===== src/rtl/adder_pkg.sv =====
// Shared constants, FSM encoding and the two-requester grant rule for adder_arbiter.
package adder_pkg;

  localparam int DATA_W = 32;
  localparam int HALF_W = 16;

  typedef enum logic [1:0] {
    ST_IDLE = 2'd0,
    ST_LOW  = 2'd1,
    ST_HIGH = 2'd2,
    ST_DONE = 2'd3
  } state_t;

  // Returns the winning requester index; last=1 means requester 1 won most recently.
  function automatic logic arb_pick(input logic v0, input logic v1,
                                    input logic last, input logic fixed);
    if (v0 && v1) return fixed ? 1'b0 : ~last;
    return v1 & ~v0;
  endfunction

endpackage


===== src/rtl/add16.sv =====
// 16-bit ripple adder with carry in/out, reused for both operand halves.
module add16
  import adder_pkg::*;
(
  input  logic [HALF_W-1:0] a,
  input  logic [HALF_W-1:0] b,
  input  logic              carry_in,
  output logic [HALF_W-1:0] sum,
  output logic              carry_out
);

  assign {carry_out, sum} = {1'b0, a} + {1'b0, b} + {{HALF_W{1'b0}}, carry_in};

endmodule


===== src/rtl/adder_arbiter.sv =====
// Two-requester arbiter feeding a 32-bit add computed over two cycles on one add16.
module adder_arbiter
  import adder_pkg::*;
#(
  parameter bit PRIO_FIXED = 1'b0
) (
  input  logic              clk,
  input  logic              rst_n,
  input  logic              req0_valid,
  output logic              req0_ready,
  input  logic [DATA_W-1:0] req0_a,
  input  logic [DATA_W-1:0] req0_b,
  input  logic              req1_valid,
  output logic              req1_ready,
  input  logic [DATA_W-1:0] req1_a,
  input  logic [DATA_W-1:0] req1_b,
  output logic              rsp_valid,
  input  logic              rsp_ready,
  output logic              rsp_id,
  output logic [DATA_W-1:0] rsp_sum,
  output logic              rsp_overflow
);

  state_t              r_state, w_next;
  logic                w_any, w_gnt_id, w_accept;
  logic [DATA_W-1:0]   w_sel_a, w_sel_b;
  logic [HALF_W-1:0]   r_a_hi, r_b_hi;
  logic                r_id, r_last, r_carry;
  logic [HALF_W-1:0]   r_op_a, r_op_b, r_sum_lo;
  logic [HALF_W-1:0]   w_add_sum;
  logic                w_add_cin, w_add_cout;
  logic [DATA_W-1:0]   r_rsp_sum;
  logic                r_rsp_ovf, r_rsp_id;

  assign w_any    = req0_valid | req1_valid;
  assign w_gnt_id = arb_pick(req0_valid, req1_valid, r_last, PRIO_FIXED);
  assign w_accept = (r_state == ST_IDLE) && w_any;
  assign w_sel_a  = w_gnt_id ? req1_a : req0_a;
  assign w_sel_b  = w_gnt_id ? req1_b : req0_b;

  always_ff @(posedge clk or negedge rst_n) begin
    if (!rst_n) r_state <= ST_IDLE;
    else        r_state <= w_next;
  end

  always_comb begin
    w_next = r_state;
    case (r_state)
      ST_IDLE: if (w_any) w_next = ST_LOW;
      ST_LOW:  w_next = ST_HIGH;
      ST_HIGH: w_next = ST_DONE;
      ST_DONE: if (rsp_ready) w_next = ST_IDLE;
      default: w_next = ST_IDLE;
    endcase
  end

  // Ready is combinational from the grant, so it must also be gated by reset.
  always_comb begin
    req0_ready = 1'b0;
    req1_ready = 1'b0;
    rsp_valid  = (r_state == ST_DONE);
    if (rst_n && w_accept) begin
      req0_ready = ~w_gnt_id;
      req1_ready =  w_gnt_id;
    end
  end

  always_ff @(posedge clk or negedge rst_n) begin
    if (!rst_n) begin
      r_last <= 1'b1;
      r_id   <= 1'b0;
      r_a_hi <= '0;
      r_b_hi <= '0;
    end else if (w_accept) begin
      r_last <= w_gnt_id;
      r_id   <= w_gnt_id;
      r_a_hi <= w_sel_a[DATA_W-1:HALF_W];
      r_b_hi <= w_sel_b[DATA_W-1:HALF_W];
    end
  end

  // Operand mux register: low halves load on acceptance, high halves during LOW.
  always_ff @(posedge clk or negedge rst_n) begin
    if (!rst_n) begin
      r_op_a <= '0;
      r_op_b <= '0;
    end else if (w_accept) begin
      r_op_a <= w_sel_a[HALF_W-1:0];
      r_op_b <= w_sel_b[HALF_W-1:0];
    end else if (r_state == ST_LOW) begin
      r_op_a <= r_a_hi;
      r_op_b <= r_b_hi;
    end
  end

  assign w_add_cin = (r_state == ST_HIGH) & r_carry;

  add16 u_add16 (
    .a         (r_op_a),
    .b         (r_op_b),
    .carry_in  (w_add_cin),
    .sum       (w_add_sum),
    .carry_out (w_add_cout)
  );

  always_ff @(posedge clk or negedge rst_n) begin
    if (!rst_n) begin
      r_sum_lo <= '0;
      r_carry  <= 1'b0;
    end else if (r_state == ST_LOW) begin
      r_sum_lo <= w_add_sum;
      r_carry  <= w_add_cout;
    end
  end

  // Visible result only moves on the HIGH->DONE edge, so it stays put while waiting.
  always_ff @(posedge clk or negedge rst_n) begin
    if (!rst_n) begin
      r_rsp_sum <= '0;
      r_rsp_ovf <= 1'b0;
      r_rsp_id  <= 1'b0;
    end else if (r_state == ST_HIGH) begin
      r_rsp_sum <= {w_add_sum, r_sum_lo};
      r_rsp_ovf <= w_add_cout;
      r_rsp_id  <= r_id;
    end
  end

  assign rsp_sum      = r_rsp_sum;
  assign rsp_overflow = r_rsp_ovf;
  assign rsp_id       = r_rsp_id;

endmodule


===== config.mk =====
export PLATFORM = sky130hd
export DESIGN_NAME = adder_arbiter
export DESIGN_NICKNAME = d
export VERILOG_FILES = /design/src/rtl/adder_pkg.sv /design/src/rtl/add16.sv /design/src/rtl/adder_arbiter.sv
export SDC_FILE = /design/constraint.sdc
export NUM_CORES = 1
export LEC_CHECK = 0
export ABC_AREA = 0
export BUFFER_PORTS_ARGS = -buffer_cell sky130_fd_sc_hd__clkbuf_2
export CORE_UTILIZATION = 50
export CTS_BUF_LIST = sky130_fd_sc_hd__clkbuf_8 sky130_fd_sc_hd__clkbuf_16
export DETAILED_ROUTE_END_ITERATION = 10
export PLACE_DENSITY = 0.81
export SYNTH_ARGS = -nofsm -noshare
export SYNTH_HDL_FRONTEND = slang
export SYNTH_HIERARCHICAL = 1
export SYNTH_SLANG_ARGS = --single-unit

===== constraint.sdc =====
create_clock -name clk -period 7.6 [get_ports clk]
set_input_delay 2.28 -clock clk [delete_from_list [all_inputs] [get_ports clk]]
set_output_delay 2.28 -clock clk [all_outputs]
set_load 0.1 [all_outputs]

==> flow_summary.yaml <==
outcome:
  result_of_the_run: "complete, no violations"
worst_setup_path:
  worst-setup-path-type: "in2out"
  crit_path_end_kind: "output port"
  critical_path.max_stage_delay_ns: 0.46
  critPathMaxFanout: 34
  timing.critical_path.slowest_stage_cell: "clkbuf_2"
  timing.critical_path.buf_inv: 3
  crit_arrival_ns: 3.63
  worst_path_most_repeated_cell: "clkbuf_2"
  cp-start-kind: "input pin"
  dominant_delay_contributor_by_cell_family_on_the_critical_path: "buffers and inverters"
  required_ns: 5.32
  worst_path_cell_chain: "clkbuf_2 -> and2_1 -> buf_4 -> and3_1 -> clkbuf_2"
place:
  portBuffers: 169
  gpl.final_weighted_congestion: 0.849
  dp.final_hpwl_um: 11700
logic_synthesis:
  synth_top_area_frac: 0.472
  syn-cell-area_mm2: 0.00625
  primary_ff_master_synth: "dfrtp_1"
  yosys.area.top_type: "dfrtp_1"
  yosysWarningCount: 6
  most_frequently_used_cell_type_in_the_post_synthesis_netlist: "dfrtp_1"
  syn_nets: 714
  netlist-cell-type-count: 52
  asyncSetResetFlopFracSynth: 1.00
  largest_cells_by_area_after_synthesis: "dfrtp_1 47%, mux2_2 9.4%, mux2i_1 5.1%"
  synth.avg_cell_area_um2: 11.2
  ys_seq_elements: 119
  synth.cells.most_frequent: "118 x dfrtp_1, 52 x mux2_2, 40 x nand2_1, 36 x nand2b_1, 35 x nand3_1"
  synthCells: 560
  synth_seq_area_share: 0.477
  synth_enable_flop_cells: 0
clocking:
  insertion_delay_ns: 0.41
  cts_setup_buffers: 0
  clk_pin_slew_ns: 0.06
  clock_sink_count: 119
  postCtsResizedCells: 0
  cts_tree: "done"
  cts_max_path_buffers: 2
  clock_tree.htree_level_count: 4
  clock_buffers_created_by_tritoncts: 17
  clock_tree.root_cell: "clkbuf_16"
  ctsHoldBuffers: 0
sta:
  worst_slew_margin_rel: 0.189
  worst-slew-pin-transition_ns: 1.22
  period_share: 0.778
  sum_of_negative_setup_slack_ns: 0
  rsz0062_at_grt: "no"
  timing_max_transition_violations_final: 0
  timing.final.crit_period_ns: 5.91
  setup_viol: 0
  achievable-frequency_mhz: 169
  fin_skew_ns: 0.00872
  hold_viol: 0
detailed_routing:
  first_pass_iters: 4
  detail_route_antenna_nets: 0
  via_count: 5031
  drt-initial-drc-count: 382
  post-route-drc-count: 0
  avgRoutedWirePerCell_um: 17.5
  post_detailed_route_via_to_cell_ratio: 5.63
  wl_um: 15600
grt:
  global_route.usage.total: 0.257
  overflow: 0
  grt_pass1_vias: 4954
  wire_length_of_the_first_global_routing_pass_um: 25400
  grt_antenna_before_repair: 0
  grt_start_max_net_pins: 98
die:
  initial_core_util: 0.516
  core_mm2: 0.0121
  die_width_um: 114
  dieArea_mm2: 0.0130
  design.portCount: 170
  placementRows: 40
  dieHeight_um: 114
final_layout:
  post_route_cells_drive_above_1_share: 0.376
  sequential_cell_area_in_the_final_layout_mm2: 0.00298
  synthToLayoutAreaGrowth_pct: 24.4
  total_area_of_multi_input_combinational_cells_mm2: 0.00304
  antennaDiodeCount: 0
  filler_cell_count: 956
  num-nets-final: 867
job:
  drv.max_cap_violation_count: 0
hold_path:
  min_path_type: "reg2reg"
-- logic make-up (layout without fill, tap and decap cells) --
family / after synthesis / in the layout / synth area share
xor gates and xnor gates: 13 / 13 / 0.0182
and+or+nand+nor: 133 / 133 / 0.110
buffers and inverters: 50 / 216 / 0.0392
muxes: 84 / 84 / 0.145
adders and majority gates: 21 / 21 / 0.0444
AOI/OAI and AO/OA: 140 / 140 / 0.167
DFF: 119 / 119 / 0.477
-- metrics by stage --
stage                     utilization  area, µm²  worst slack, ns  hold WS (ns)  std cells
after floorplan                     -       6250             1.75         0.441        560
after global placement          0.592       7170             1.74         0.452        862
after detailed placement        0.592       7170             1.71         0.462        862
after CTS                       0.642       7780             1.70         0.474        894
after global routing            0.642       7780             1.64         0.485        894
final                           0.642       7780             1.69         0.472        894
-- routing by layer --
metal,vias up,GRT usage,share of wire
met4,0,0.0892,0.016
met2,226,0.415,0.48
met1,2393,0.341,0.43
met5,-,0,0
met3,22,0.0606,0.066
li1,2390,-,-
-- worst min-delay path, stage by stage, from the launching register on --
cell and delay (ns):
dfrtp_1 0.34, nand2_1 0.04, o21ai_0 0.06
-- path summary, 6_finish.rpt --
check / startpoint / end / slack (ns) / cells after the start
max: req0_valid / req0_ready / 1.69 / 5
min: r_b_hi[6] / r_b_hi[6] / 0.47 / 2
max reg2reg: r_state[0] / rsp_sum[30] / 3.88 / 12
min reg2reg: r_b_hi[6] / r_b_hi[6] / 0.47 / 2
max in group asynchronous: rst_n / rsp_sum[17] / 4.28 / 3
min in group asynchronous: rst_n / r_b_hi[13] / 1.81 / 1
-- registers in the layout (all words and copies together) (netlist names), 2 cells and up --
| register | count |
|---|---|
| r_op_b | 16 |
| r_b_hi | 16 |
| r_state | 2 |
| r_op_a | 16 |
| rsp_sum | 32 |
| r_sum_lo | 16 |
| r_a_hi | 16 |
-- final cells by class --
class | instances | share of cell area
Multi-Input combinational cell | 391 | 0.391
Inverter | 7 | 0.00338
Tap cell | 168 | 0.0270
Clock inverter | 13 | 0.0200
Timing Repair Buffer | 177 | 0.117
Sequential cell | 119 | 0.383
Clock buffer | 19 | 0.0582
-- cells in the final DEF (no fill, tap or decap), types with 5 or more instances in the layout --
cell	synthesis	final
clkbuf_2	0	168
mux2i_1	32	32
xnor2_1	10	10
a32oi_1	32	32
a21oi_1	11	11
nand3_1	35	35
o21ai_1	6	6
nand2_1	40	40
nand2b_1	36	36
clkbuf_16	0	17
inv_1	7	8
ha_1	19	18
mux2_2	52	52
dfrtp_1	118	118
o21ai_0	34	34
a2bb2oi_1	32	32
clkinvlp_4	0	5
buf_4	6	9
Power is not shown: default switching activity piles up to over one toggle a cycle in this logic, so the estimate is an artifact.
